[src/rtl/hwpe_stream_seq_pkg.sv]
// hwpe_stream_seq_pkg
// Shared types and helpers for hwpe_stream_demux_sequencer.
//   DEFAULT_BURST_LEN : default beats per destination
//   SEQ_CNT_W/PTR_W   : storage widths of the rotation state
//                       (BURST_LEN <= 2**16, NB_OUT_STREAMS <= 128)
//   seq_state_t       : rotation state {beat_cnt, dest_ptr}
//   next_dest()       : round-robin wrap rule for the destination pointer
package hwpe_stream_seq_pkg;

    localparam int DEFAULT_BURST_LEN = 4;
    localparam int SEQ_CNT_W         = 16;
    localparam int SEQ_PTR_W         = 8;

    typedef struct packed {
        logic [SEQ_CNT_W-1:0] beat_cnt;
        logic [SEQ_PTR_W-1:0] dest_ptr;
    } seq_state_t;

    // Advance to ptr+1, wrapping to 0 once the active set is exhausted. The
    // ">=" (not "==") also pulls the pointer home when the active set has
    // shrunk below the current pointer.
    function automatic logic [SEQ_PTR_W-1:0] next_dest(
        input logic [SEQ_PTR_W-1:0] ptr,
        input logic [SEQ_PTR_W-1:0] eff_active
    );
        logic [SEQ_PTR_W:0] w_inc;
        w_inc = {1'b0, ptr} + {{SEQ_PTR_W{1'b0}}, 1'b1};
        if (w_inc >= {1'b0, eff_active})
            return '0;
        return w_inc[SEQ_PTR_W-1:0];
    endfunction

endpackage

[src/rtl/hwpe_stream_seq_reg_slice.sv]
// hwpe_stream_seq_reg_slice
// Single-entry register slice carrying {data, strb, sel} with valid/ready.
//   clk_i, rst_i (sync, active-high), clear_i (sync soft clear)
//   in_*  : upstream beat plus the destination tag to attach to it
//   out_* : registered beat; held stable while out_valid_o && !out_ready_i
module hwpe_stream_seq_reg_slice #(
    parameter int DATA_WIDTH = 32,
    parameter int STRB_WIDTH = DATA_WIDTH/8,
    parameter int SEL_WIDTH  = 1
) (
    input  logic                  clk_i,
    input  logic                  rst_i,
    input  logic                  clear_i,
    input  logic                  in_valid_i,
    output logic                  in_ready_o,
    input  logic [DATA_WIDTH-1:0] in_data_i,
    input  logic [STRB_WIDTH-1:0] in_strb_i,
    input  logic [SEL_WIDTH-1:0]  in_sel_i,
    output logic                  out_valid_o,
    input  logic                  out_ready_i,
    output logic [DATA_WIDTH-1:0] out_data_o,
    output logic [STRB_WIDTH-1:0] out_strb_o,
    output logic [SEL_WIDTH-1:0]  out_sel_o
);

    logic                  r_full;
    logic [DATA_WIDTH-1:0] r_data;
    logic [STRB_WIDTH-1:0] r_strb;
    logic [SEL_WIDTH-1:0]  r_sel;
    logic                  w_accept;

    // Ready depends only on occupancy and downstream ready, never on in_valid_i.
    assign in_ready_o = !rst_i && !clear_i && (!r_full || out_ready_i);
    assign w_accept   = in_valid_i && in_ready_o;

    always_ff @(posedge clk_i) begin
        if (rst_i) begin
            r_full <= 1'b0;
            r_data <= '0;
            r_strb <= '0;
            r_sel  <= '0;
        end else if (clear_i) begin
            // Payload is kept so sel/data do not glitch while invalid.
            r_full <= 1'b0;
        end else if (w_accept) begin
            r_full <= 1'b1;
            r_data <= in_data_i;
            r_strb <= in_strb_i;
            r_sel  <= in_sel_i;
        end else if (out_ready_i) begin
            r_full <= 1'b0;
        end
    end

    assign out_valid_o = r_full;
    assign out_data_o  = r_data;
    assign out_strb_o  = r_strb;
    assign out_sel_o   = r_sel;

endmodule

[src/rtl/hwpe_stream_demux_sequencer.sv]
// hwpe_stream_demux_sequencer
// Registers one HWPE stream and tags each beat with a round-robin destination
// select for a downstream static demux; the destination advances every
// BURST_LEN accepted beats over the first eff_active outputs.
//   clk_i, rst_i (sync, active-high), clear_i (sync soft clear)
//   nb_active_i : active destination count (0 -> 1, > NB_OUT_STREAMS clamped)
//   push_*      : input stream (valid, ready, data, strb)
//   pop_*       : registered output stream
//   sel_o       : destination of the beat on pop_*
// Optional (HWPE_STREAM_DEMUX_SEQUENCER_STATS_EN):
//   stat_beats_o : saturating count of pop handshakes
//   stat_stall_o : saturating count of valid && !ready cycles
module hwpe_stream_demux_sequencer
    import hwpe_stream_seq_pkg::*;
#(
    parameter  int NB_OUT_STREAMS = 2,
    parameter  int DATA_WIDTH     = 32,
    parameter  int BURST_LEN      = DEFAULT_BURST_LEN,
    localparam int STRB_WIDTH     = DATA_WIDTH/8,
    localparam int SEL_WIDTH      = (NB_OUT_STREAMS > 1) ? $clog2(NB_OUT_STREAMS) : 1
) (
    input  logic                  clk_i,
    input  logic                  rst_i,
    input  logic                  clear_i,
    input  logic [SEL_WIDTH:0]    nb_active_i,
    input  logic                  push_valid_i,
    output logic                  push_ready_o,
    input  logic [DATA_WIDTH-1:0] push_data_i,
    input  logic [STRB_WIDTH-1:0] push_strb_i,
    output logic                  pop_valid_o,
    input  logic                  pop_ready_i,
    output logic [DATA_WIDTH-1:0] pop_data_o,
    output logic [STRB_WIDTH-1:0] pop_strb_o,
    output logic [SEL_WIDTH-1:0]  sel_o
`ifdef HWPE_STREAM_DEMUX_SEQUENCER_STATS_EN
    ,
    output logic [31:0]           stat_beats_o,
    output logic [31:0]           stat_stall_o
`endif
);

    seq_state_t           r_state;
    seq_state_t           w_state_nxt;
    logic [SEQ_PTR_W-1:0] w_eff_active;
    logic                 w_accept;

    always_comb begin
        w_eff_active = SEQ_PTR_W'(nb_active_i);
        if (nb_active_i == '0)
            w_eff_active = SEQ_PTR_W'(1);
        else if (nb_active_i > (SEL_WIDTH+1)'(NB_OUT_STREAMS))
            w_eff_active = SEQ_PTR_W'(NB_OUT_STREAMS);
    end

    assign w_accept = push_valid_i && push_ready_o;

    // Rotation follows accepts, so tags are fixed at entry and an active-set
    // change only takes effect at the next burst boundary.
    always_comb begin
        w_state_nxt = r_state;
        if (w_accept) begin
            if (r_state.beat_cnt == SEQ_CNT_W'(BURST_LEN-1)) begin
                w_state_nxt.beat_cnt = '0;
                w_state_nxt.dest_ptr = next_dest(r_state.dest_ptr, w_eff_active);
            end else begin
                w_state_nxt.beat_cnt = r_state.beat_cnt + 1'b1;
            end
        end
    end

    always_ff @(posedge clk_i) begin
        if (rst_i || clear_i)
            r_state <= '0;
        else
            r_state <= w_state_nxt;
    end

    hwpe_stream_seq_reg_slice #(
        .DATA_WIDTH (DATA_WIDTH),
        .STRB_WIDTH (STRB_WIDTH),
        .SEL_WIDTH  (SEL_WIDTH)
    ) i_slice (
        .clk_i       (clk_i),
        .rst_i       (rst_i),
        .clear_i     (clear_i),
        .in_valid_i  (push_valid_i),
        .in_ready_o  (push_ready_o),
        .in_data_i   (push_data_i),
        .in_strb_i   (push_strb_i),
        .in_sel_i    (r_state.dest_ptr[SEL_WIDTH-1:0]),
        .out_valid_o (pop_valid_o),
        .out_ready_i (pop_ready_i),
        .out_data_o  (pop_data_o),
        .out_strb_o  (pop_strb_o),
        .out_sel_o   (sel_o)
    );

`ifdef HWPE_STREAM_DEMUX_SEQUENCER_STATS_EN
    logic [31:0] r_stat_beats;
    logic [31:0] r_stat_stall;

    always_ff @(posedge clk_i) begin
        if (rst_i || clear_i) begin
            r_stat_beats <= '0;
            r_stat_stall <= '0;
        end else begin
            if (pop_valid_o && pop_ready_i && (r_stat_beats != '1))
                r_stat_beats <= r_stat_beats + 1'b1;
            if (pop_valid_o && !pop_ready_i && (r_stat_stall != '1))
                r_stat_stall <= r_stat_stall + 1'b1;
        end
    end

    assign stat_beats_o = r_stat_beats;
    assign stat_stall_o = r_stat_stall;
`endif

endmodule

[config.mk]
export PLATFORM = sky130hd
export DESIGN_NAME = hwpe_stream_demux_sequencer
export DESIGN_NICKNAME = d
export VERILOG_FILES = /design/src/rtl/hwpe_stream_seq_pkg.sv /design/src/rtl/hwpe_stream_seq_reg_slice.sv /design/src/rtl/hwpe_stream_demux_sequencer.sv
export SDC_FILE = /design/constraint.sdc
export NUM_CORES = 1
export LEC_CHECK = 0
export ABC_AREA = 1
export ABC_CLOCK_PERIOD_IN_PS = 5300
export CORE_AREA = 2 2 82 84
export DETAILED_ROUTE_END_ITERATION = 7
export DIE_AREA = 0 0 84 86
export PLACE_DENSITY = 0.81
export SLEW_MARGIN = 30
export SYNTH_ARGS = -nofsm -noshare
export SYNTH_HDL_FRONTEND = slang
export SYNTH_HIERARCHICAL = 1
export SYNTH_SLANG_ARGS = --single-unit
[constraint.sdc]
create_clock -name clk_i -period 5.3 [get_ports clk_i]
set_input_delay 1.06 -clock clk_i [delete_from_list [all_inputs] [get_ports clk_i]]
set_output_delay 1.06 -clock clk_i [all_outputs]
set_load 0.005 [all_outputs]
# Word level (Yosys, flattened, before mapping)
# Index checks and enable logic that the tools add are counted.
# Widths: inputs -> output; s select.
totals:
  ff_bits: 62
  input_bits: 43
  output_inout_bits: 39
  wordCells: 35
op_classes:
  n_addsub: 2
  magnitude_cmp: 2
  n_eq_ne: 1
  n_mux: 10
  n_bitwise: 1
  reduce_logical: 13
ops:
  columns: ["op", "count"]
  rows:
  - ["$add 16x1->16 const B", 1]
  - ["$eq 16x2->1 const B", 1]
  - ["$mux 16", 1]
  - ["$mux 8", 2]
  - ["$add 8x1->9 const B", 1]
  - ["$ge 9x8->1", 1]
  - ["$mux 1", 5]
  - ["$mux 2", 2]
  - ["$reduce_and 2->1", 2]
  - ["$logic_and 1x1->1", 3]
  - ["$logic_not 1->1", 3]
  - ["$gt 2x2->1 const B", 1]
  - ["$logic_not 2->1", 1]
  - ["$logic_or 1x1->1", 2]
  - ["$reduce_bool 2->1", 1]
  - ["$reduce_or 2->1", 1]
  - ["$not 1->1", 1]

# Longest topological paths before layout
# Gate-level depths: netlist of run 1.
logic_depth:
  ltp_word: 8
  mapped_depth: 13

# Cells and area by module
# The synthesis of run 1 kept the hierarchy.
by_module_without_submodules:
  columns: ["mod", "n_inst", "cells_each", "area_each_um2", "seq_area_each_um2"]
  rows:
  - ["hwpe_stream_seq_reg_slice", 1, 324, 1970.6, 760.7]
  - ["hwpe_stream_demux_sequencer", 1, 183, 1286.2, 480.5]

# Worst setup path after synthesis of run 1
# OpenSTA, ideal clock, no wires.
synth_timing:
  path_type: "input to output"
  start: "input clear_i"
  end: "output push_ready_o"
  arrival_time_ns: 1.770
  t_required_ns: 4.240
  setup_slack_ns: 2.470
  cell_stages: 5
  n_path_buf: 2
  cell_sequence: "nor2_2 -> buf_2 -> buf_4 -> inv_1 -> a21oi_1"
synth_between:
  elab_chain_cells: 3
synth_rtl:
  columns: ["item", "line", "text"]
  rows:
  - ["start, declared", "hwpe_stream_demux_sequencer.sv:24", "input logic clear_i,"]
  - ["$logic_not 1->1", "hwpe_stream_seq_reg_slice.sv:33", "assign in_ready_o = !rst_i && !clear_i && (!r_full || out_ready_i);"]
  - ["$logic_and 1x1->1 (2 in a row)", "hwpe_stream_seq_reg_slice.sv:33", null]
  - ["end, declared", "hwpe_stream_demux_sequencer.sv:27", "output logic push_ready_o,"]
# Every way passes these cells.

# Worst setup path after layout of run 1
layout_timing:
  start: "input rst_i"
  end: "output push_ready_o"
layout_between:
  elab_chain_cells: 3
layout_rtl:
  columns: ["item", "line", "text"]
  rows:
  - ["start, declared", "hwpe_stream_demux_sequencer.sv:23", "input logic rst_i,"]
  - ["$logic_not 1->1", "hwpe_stream_seq_reg_slice.sv:33", null]
  - ["$logic_and 1x1->1 (2 in a row)", "hwpe_stream_seq_reg_slice.sv:33", null]
# Every way passes these cells.

==> qor.yml, run 1 <==
path_cells: "clkdlybuf4s50_1 -> nor2_2 -> inv_1 -> a21oi_1 -> clkdlybuf4s50_1"
grt_max_degree: 40
grt.overflow.total: 0
max_slew.worst_pin.slew_ps: 674.6
syn_area_per_cell_um2: 6.424
cts_resized: 0
fin_ws_ps: 1704
cts_sinks: 62
cts_made_buffers: 9
cap_violations: 0
setup_tns_ps: 0
layout.nets: 630
synth_seq_cells: 62
crit_family: "buffers and inverters"
area_growth_pct: 30.12
max_stage_delay_ps: 540
clk_latency_ps: 330
rows: 29
wl_mm: 7.595
p_leak_nw: 2.017
critPathKind: "primary input to primary output"
wl_per_cell_um: 11.47
design_area_um2: 4238
worstSetupStartpointType: "primary input"
outcome: "complete, no violations"
vias: 3131
min_period_ps: 3596
ant_nets: 0
cts_tree: "done"
fill_cells: 551
finalHoldViolations: 0
postCtsSetupBuffers: 0
path_buf_inv: 3
final_layout_size_suffix_gt1_share_pct: 6.325
multi_input_area_um2: 1376
place_inst: 649
dieArea_um2: 7224
gp_congestion: 0.8873
clock_path_buffers: 2
cp_slowest_cell: "clkdlybuf4s50_1"
syn_nets: 554
dp_slack_ps: 1689
slew_headroom_pct: 55.03
power.density_nw_per_um2: 233.8
io_pins: 82
first_iter_violations: 155
finalSetupViolCount: 0
portBuffers: 80
first_global_vias: 2956
core_region_area_um2: 6277
grt_setup_unrepaired: "false"
cp_max_fo: 3
fin_hold_ws_ps: 427.1
first_pass_iters: 4
post-route-drc-count: 0
synth_warnings: 6
initial_core_util_pct: 51.88
final-seq-area_um2: 1241
synth_area_um2: 3257
via_per_inst: 4.730
hold_class: "register to register"
cts-root-buf: "clkbuf_8"
synth_edf_count: 0
synthFlopType: "dfxtp_1"
grt_use_total_pct: 21.94
die_h_um: 86
drv_slew: 0
final_cell_count_no_fill: 662
min_period_over_period_pct: 67.85
hpwl_mm: 5.164
clock_skew_ps: 5.823
clk_pin_slew_ps: 70
grt_pass1_wl_mm: 12.87
irDropWorstVdd_v: 0.0001551
fp.dieW_um: 84
synth_seq_area_share_pct: 38.11
critPathRequiredTime_ps: 4240
ys_types: 31
place_area_um2: 4075
end_kind: "primary output"
arrival_ps: 2540
fmax_ghz: 0.2781
synthArstFlopShare_pct: 0
ctsHoldBuffers: 0
antenna_found_initial: 0
n_antenna_cell: 0
cts-htree-levels: 3
synthCells: 507
worst_path_most_repeated_cell: "clkdlybuf4s50_1"
worst paths after layout:
path / startpoint / to / slack, ps / cells past startpoint
setup / recovery: rst_i / push_ready_o / 1700 / 5
hold / removal: r_state[7] / r_state[7] / 430 / 2
setup reg to reg: r_state[0] / r_state[1] / 3650 / 8
hold reg to reg: r_state[7] / r_state[7] / 430 / 2
registers in the layout, indices dropped and copies added, names as in the netlist:
name                 cells
r_state                 24
i_slice/out_sel_o        1
i_slice/out_valid_o      1
i_slice/out_data_o      32
i_slice/out_strb_o       4
layout by cell type, fill, tap and decap left out, types with 2 or more instances in the layout:
| master | count |
|---|---|
| inv_1 | 137 |
| nand2_1 | 113 |
| clkdlybuf4s50_1 | 80 |
| nor2_1 | 77 |
| dfxtp_1 | 62 |
| nand4_1 | 41 |
| nand3_1 | 11 |
| clkbuf_8 | 11 |
| nor2_2 | 5 |
| a21oi_1 | 4 |
| nand3b_1 | 4 |
| o21ai_0 | 4 |
| ha_1 | 4 |
| buf_4 | 4 |
| nand2_2 | 3 |
| xor2_1 | 3 |
| nand3_2 | 3 |
| nor2_4 | 3 |
| nor3_1 | 2 |
| a211oi_1 | 2 |
| inv_2 | 2 |
stage by stage:
| step | total power, mW | utilization, % |
|---|---|---|
| global placement | 0.6375 | 64.92 |
| finish | 0.9909 | 67.51 |
| CTS | 1.000 | 67.51 |
| floorplan | 0.5676 | - |
| detailed placement | 0.6414 | 64.92 |
| global route | 1.039 | 67.51 |
synthesized netlist by cell type (all sizes together), types with 2 or more instances:
library cell | n | area, µm²
nand2 | 117 | 454.2
xor2 | 3 | 26.28
dfxtp | 62 | 1241
inv | 140 | 530.5
nand4 | 41 | 256.5
nand3b | 4 | 30.03
a21oi | 4 | 20.02
o21ai | 5 | 25.02
nand3 | 15 | 102.6
nor2 | 85 | 354.1
buf | 18 | 105.1
a211oi | 2 | 15.01
nor3 | 3 | 20.02
ha | 4 | 50.05
area by class of cell:
class,instances,area share (%)
well taps,77,2.273
inverters,140,12.52
multi-input cells,286,32.48
clock buffers,12,3.661
clock inverters,1,0.1771
repair buffers,84,19.60
flip-flops and latches,62,29.29
cells by family (layout without fill, tap and decap cells):
logic type,Yosys count,count (layout),synth area share [%]
buffers and inverters,159,237,19.63
AOI/OAI and AO/OA,11,11,1.844
adders and majority gates,4,4,1.537
DFF,62,62,38.11
and+or+nand+nor,267,267,37.80
xor gates and xnor gates,4,4,1.076
worst reg2reg max path, stage by stage (launching register included):
cell,delay (ps)
dfxtp_1,460
ha_1,300
ha_1,190
nand3b_1,150
nor2_1,100
nand3_1,70
nor2_1,150
nand3_1,100
nand2_1,80
per-layer routing:
metal,wire (µm),up-vias,GRT usage (%)
li1,-,1647,-
met1,3499,1384,26.52
met2,3576,92,38.18
met3,436,8,5.390
met4,82,0,7.771
met5,0,-,0
report_power, final:
group          switching [mW]  internal, mW  leakage, nW
sequential            0.00768         0.481        0.504
combinational          0.0661        0.0752         1.43
clock                   0.173         0.188       0.0804
total                   0.246         0.744         2.02
No activity file was read; power rests on OpenSTA's default activity.
==> inputs of run 2 (changes only) <==
--- a/config.mk
+++ b/config.mk
@@ -6,11 +6,11 @@
 export NUM_CORES = 1
 export LEC_CHECK = 0
 export ABC_AREA = 1
-export ABC_CLOCK_PERIOD_IN_PS = 5300
-export CORE_AREA = 2 2 82 84
+export ABC_CLOCK_PERIOD_IN_PS = 3700
+export CORE_AREA = 2 2 85 87
 export DETAILED_ROUTE_END_ITERATION = 7
-export DIE_AREA = 0 0 84 86
-export PLACE_DENSITY = 0.81
+export DIE_AREA = 0 0 87 89
+export PLACE_DENSITY = 0.76
 export SLEW_MARGIN = 30
 export SYNTH_ARGS = -nofsm -noshare
 export SYNTH_HDL_FRONTEND = slang
==> constraint.sdc (replaced) <==
create_clock -name clk_i -period 3.7 [get_ports clk_i]
set_input_delay 0.74 -clock clk_i [delete_from_list [all_inputs] [get_ports clk_i]]
set_output_delay 0.74 -clock clk_i [all_outputs]
set_load 0.005 [all_outputs]
==> run 2 against run 1 <==
- design area is 1.8% higher
- count of clock-buffer cells in the layout is 3 lower
- cell count rose by 0.91%
- die area is 7.2% higher
- first-iteration DRC count decreased by 23%
- sequential cell count is the same
- worst hold slack gained 2.2 ps
- critical path depth unchanged
- clock skew is 6.4 ps higher
- clock power is 98% higher
- combinational power rose by 44%
==> qor.yml, run 2 (synthesis results as in run 1) <==
outcome: "complete, no violations"
fin_hold_ws_ps: 429.2  # +2.174 ps
slew_headroom_pct: 58.36  # +3.3 points
fin_ws_ps: 751.9  # -952.3 ps
vias: 3131  # unchanged
power.density_nw_per_um2: 374.9  # +60%
path_buf_inv: 3  # unchanged
post-route-drc-count: 0  # unchanged
cts-htree-levels: 3  # unchanged
clk_pin_slew_ps: 70  # about the same
final_layout_size_suffix_gt1_share_pct: 6.973  # +0.65 points
largest_register_ffs: 32  # unchanged
fmax_ghz: 0.3392
grt_use_total_pct: 21.39  # -0.55 points
max_slew.worst_pin.slew_ps: 623.8  # -50.80 ps
die_h_um: 89  # +3.5%
layout_common_cells: "137 x inv_1, 113 x nand2_1, 80 x clkdlybuf4s50_1"
wl_per_cell_um: 11.44  # -0.26%
gp_congestion: 0.8433  # -5.0%
cts_sinks: 62  # unchanged
arrival_ps: 2210  # -330 ps
p_leak_nw: 2.056  # +1.9%
cts-root-buf: "clkbuf_8"
place_inst: 652  # +0.46%
initial_core_util_pct: 48.47  # -3.4 points
ant_nets: 0  # unchanged
worstSetupStartpointType: "primary input"
cts_resized: 0  # unchanged
worst_path_most_repeated_cell: "clkdlybuf4s50_1"
cp_slowest_cell: "clkdlybuf4s50_1"
min_period_over_period_pct: 79.68
area_growth_pct: 32.50
clock_path_buffers: 2  # unchanged
first_iter_violations: 120  # -23%
finish.utilization_pct: 64.23  # -3.3 points
multi_input_area_um2: 1376  # unchanged
portBuffers: 80  # unchanged
irDropWorstVdd_v: 0.0001941  # +25%
first_pass_iters: 4  # unchanged
layout_commonest_cell: "inv_1"
grt_max_degree: 39  # -2.5%
crit_family: "buffers and inverters"
layout.nets: 630  # unchanged
clk_latency_ps: 340  # about the same
postCtsSetupBuffers: 0  # unchanged
fp.dieW_um: 87  # +3.6%
drv_slew: 0  # unchanged
hpwl_mm: 5.324  # +3.1%
end_kind: "primary output"
finalSetupViolCount: 0  # unchanged
critPathKind: "primary input to primary output"
regToRegSetupSlack_ps: 2070  # -1580 ps
cts_made_buffers: 9  # unchanged
cap_violations: 0  # unchanged
grt.overflow.total: 0  # unchanged
final_cell_count_no_fill: 668  # +0.91%
critPathRequiredTime_ps: 2960  # -1280 ps
first_global_vias: 3078  # +4.1%
path_cells: "clkdlybuf4s50_1 -> nor2_2 -> inv_1 -> a21oi_1 -> clkdlybuf4s50_1"
wl_mm: 7.644  # +0.65%
via_per_inst: 4.687  # -0.90%
finalHoldViolations: 0  # unchanged
design_area_um2: 4315  # +1.8%
max_stage_delay_ps: 570  # +30 ps
clock_skew_ps: 12.17  # +6.352 ps
core_region_area_um2: 6719  # +7.0%
setup_tns_ps: 0  # unchanged
finalPower_mw: 1.618  # +63%
rows: 30  # +3.4%
final-seq-area_um2: 1241  # unchanged
min_period_ps: 2948
dp_slack_ps: 745.3  # -944.1 ps
fill_cells: 614  # +11%
dieArea_um2: 7743  # +7.2%
io_pins: 82  # unchanged
place_area_um2: 4079  # about the same
ctsHoldBuffers: 0  # unchanged
cts_tree: "done"
antenna_found_initial: 0  # unchanged
hold_class: "register to register"
grt_pass1_wl_mm: 13.31  # +3.4%
cp_max_fo: 3  # unchanged
n_antenna_cell: 0  # unchanged
grt_setup_unrepaired: "false"
-- run 2: cell types whose count changed in the layout (fill, tap and decap cells not counted), sizes merged --
cell	before	now
clkbuf	12	9
bufinv	0	3
clkinv	0	3
-- run 2: routing by layer --
metal  GRT usage, %  vias to the layer above  routed length [µm]
li1               -                     1649                   -
met2          38.31                       89                3752
met4          9.233                        0                 173
met1          25.24                     1378                3290
met3          3.601                       15                 427
met5              0                        -                   0
-- run 2: report_power, final --
group | leakage [nW] | internal, mW | total, mW | switching (mW)
Clock | 0.119 | 0.444 | 0.714 | 0.270
Combinational | 1.43 | 0.108 | 0.203 | 0.0954
Sequential | 0.504 | 0.689 | 0.701 | 0.0112
Total | 2.06 | 1.24 | 1.62 | 0.377
-- run 2: final timing paths --
kind	start	to	cells past startpoint
worst max-delay path	rst_i	push_ready_o	5
worst min-delay path	r_state[7]	r_state[7]	2
worst max register to register	r_state[0]	r_state[0]	8
worst min register to register	r_state[7]	r_state[7]	2
-- run 2: cell type report --
cell class,instances,share of cell area (%)
inverters,140,12.29
repair buffers,84,19.25
multi-input cells,286,31.89
well taps,80,2.320
clock inverters,7,2.609
flip-flops and latches,62,28.76
clock buffers,9,2.870
-- run 2: worst min-delay path: stages (launching register included) --
cell	delay, ps
dfxtp_1	310
inv_1	50
nor2_1	30
==> inputs of run 3 (changes only) <==
--- a/config.mk
+++ b/config.mk
@@ -6,7 +6,7 @@
 export NUM_CORES = 1
 export LEC_CHECK = 0
 export ABC_AREA = 1
-export ABC_CLOCK_PERIOD_IN_PS = 3700
+export ABC_CLOCK_PERIOD_IN_PS = 3050
 export CORE_AREA = 2 2 85 87
 export DETAILED_ROUTE_END_ITERATION = 7
 export DIE_AREA = 0 0 87 89
==> constraint.sdc (replaced) <==
create_clock -name clk_i -period 3.05 [get_ports clk_i]
set_input_delay 0.61 -clock clk_i [delete_from_list [all_inputs] [get_ports clk_i]]
set_output_delay 0.61 -clock clk_i [all_outputs]
set_load 0.005 [all_outputs]
==> run 3 against run 2 <==
- first-iteration DRC count is 9.2% lower
- largest cell class unchanged
- highest routed layer unchanged
- design area shrank 0.67%
- die area stayed put
==> qor.yml, run 3 (synthesis results as in run 1) <==
outcome: "complete, no violations"
final_layout_size_suffix_gt1_share_pct: 6.961  # -0.012 points
max_slew.worst_pin.slew_ps: 611.0  # -12.79 ps
min_period_over_period_pct: 87.95
cts_resized: 0  # unchanged
clock_skew_ps: 13.55  # +1.376 ps
critPathRequiredTime_ps: 2440  # -520 ps
layout_common_cells: "137 x inv_1, 113 x nand2_1, 80 x clkdlybuf4s50_1"
fp.dieW_um: 87  # unchanged
whs_path_depth: 2  # unchanged
power.density_nw_per_um2: 424.7  # +13%
layout.nets: 631  # +0.16%
cp_max_fo: 3  # unchanged
slew_headroom_pct: 59.21  # +0.85 points
p_clk_share_pct: 39.9  # -4.2 points
critPathKind: "primary input to primary output"
grt.overflow.total: 0  # unchanged
postCtsSetupBuffers: 0  # unchanged
gp_congestion: 0.8000  # -5.1%
hold_class: "register to register"
first_iter_violations: 109  # -9.2%
fill_cells: 604  # -1.6%
n_antenna_cell: 0  # unchanged
clk_pin_slew_ps: 70  # about the same
finalHoldViolations: 0  # unchanged
arrival_ps: 2070  # -140 ps
io_pins: 82  # unchanged
grt_setup_unrepaired: "false"
wl_mm: 7.282  # -4.7%
pwr-share-seq_pct: 46.6  # +3.3 points
end_kind: "primary output"
antenna_found_initial: 0  # unchanged
area_growth_pct: 31.62
reg2reg_from: "r_state[0]"
layout_commonest_cell: "inv_1"
post-route-drc-count: 0  # unchanged
grt_pass1_wl_mm: 12.09  # -9.2%
hold_path.startpoint: "r_state[7]"
whs_endpoint: "r_state[7]"
grt_use_total_pct: 19.70  # -1.7 points
dp_slack_ps: 363.3  # -382.0 ps
ant_nets: 0  # unchanged
dieArea_um2: 7743  # unchanged
fin_ws_ps: 367.5  # -384.4 ps
irDropWorstVdd_v: 0.0002023  # +4.2%
internal-power_mw: 1.368  # +10%
ctsHoldBuffers: 0  # unchanged
clock_path_buffers: 2  # unchanged
first_pass_iters: 4  # unchanged
die_h_um: 89  # unchanged
min_period_ps: 2682
via_per_inst: 4.616  # -1.5%
clk_latency_ps: 340  # about the same
fmax_ghz: 0.3728
p_comb_share_pct: 13.5  # +0.9 points
core_region_area_um2: 6719  # unchanged
first_global_vias: 2813  # -8.6%
cts-htree-levels: 3  # unchanged
worstSetupStartpointType: "primary input"
swShare_pct: 24.88  # +1.6 points
cts_tree: "done"
portBuffers: 80  # unchanged
cap_violations: 0  # unchanged
rows: 30  # unchanged
cts_sinks: 62  # unchanged
finalSetupViolCount: 0  # unchanged
largest_register_ffs: 32  # unchanged
reg2regPathDepth: 8  # unchanged
wl_per_cell_um: 10.88  # -4.9%
hpwl_mm: 5.083  # -4.5%
cts_made_buffers: 9  # unchanged
setup_tns_ps: 0  # unchanged
grt_max_degree: 39  # unchanged
cts-root-buf: "clkbuf_8"
rr_endpoint: "r_state[1]"
regToRegSetupSlack_ps: 1380  # -690 ps
vias: 3088  # -1.4%
initial_core_util_pct: 48.47  # unchanged
p_leak_nw: 2.037  # -0.91%
drv_slew: 0  # unchanged
p_switching_mw: 0.4530  # +20%
-- run 3: cell count changes in the layout (fill, tap and decap cells not counted), sizes merged --
cell	change
buf	+1
clkinv	-1
bufinv	-2
clkbuf	+2
clkinvlp	+1
-- run 3: final cells by class --
class | count | area [µm²] | share of cell area, %
Multi-Input combinational cell | 286 | 1376 | 32.11
Sequential cell | 62 | 1241 | 28.96
Timing Repair Buffer | 85 | 838.3 | 19.56
Inverter | 140 | 530.5 | 12.38
Clock buffer | 11 | 141.4 | 3.298
Tap cell | 80 | 100.1 | 2.335
Clock inverter | 5 | 58.81 | 1.372
-- run 3: worst max-delay path, cell delays in order --
cell,delay [ps]
clkdlybuf4s50_1,460
nor2_2,160
inv_1,70
a21oi_1,190
clkdlybuf4s50_1,580
-- run 3: how the worst max path moves through the flow --
stage,start,endpoint,slack [ps],depth (start not counted)
5_1_grt,rst_i,push_ready_o,300,5
3_3_place_gp,rst_i,push_ready_o,380,5
3_5_place_dp,rst_i,push_ready_o,360,5
6_report,rst_i,push_ready_o,370,5
2_1_floorplan,clear_i,r_state[23],860,12
4_1_cts,rst_i,push_ready_o,360,5
-- run 3: power by group through the flow --
stage	registers, mW	logic [mW]	clock network (mW)
final	0.849	0.246	0.726
after global routing	0.851	0.276	0.779
after CTS	0.849	0.248	0.741
after detailed placement	0.868	0.246	0
after global placement	0.867	0.242	0
after floorplan	0.870	0.116	0
-- run 3: metal layers --
metal / wire length, µm / track usage [%] / vias to the layer above
met4: 140 / 7.813 / 0
met1: 3512 / 24.46 / 1336
met2: 3225 / 33.31 / 84
met3: 404 / 4.432 / 14
li1: - / - / 1654
met5: 0 / 0 / -
-- run 3: through the flow --
stage / cell area (µm²) / hold slack, ps / total power, mW / std cells / utilization (%)
after floorplan: 3257 / 403.6 / 0.9863 / 507 / -
after global placement: 4086 / 412.7 / 1.109 / 653 / 60.82
after detailed placement: 4086 / 433.3 / 1.113 / 653 / 60.82
after CTS: 4287 / 442.0 / 1.837 / 669 / 63.80
after global routing: 4287 / 473.8 / 1.905 / 669 / 63.80
final: 4287 / 438.2 / 1.821 / 669 / 63.80
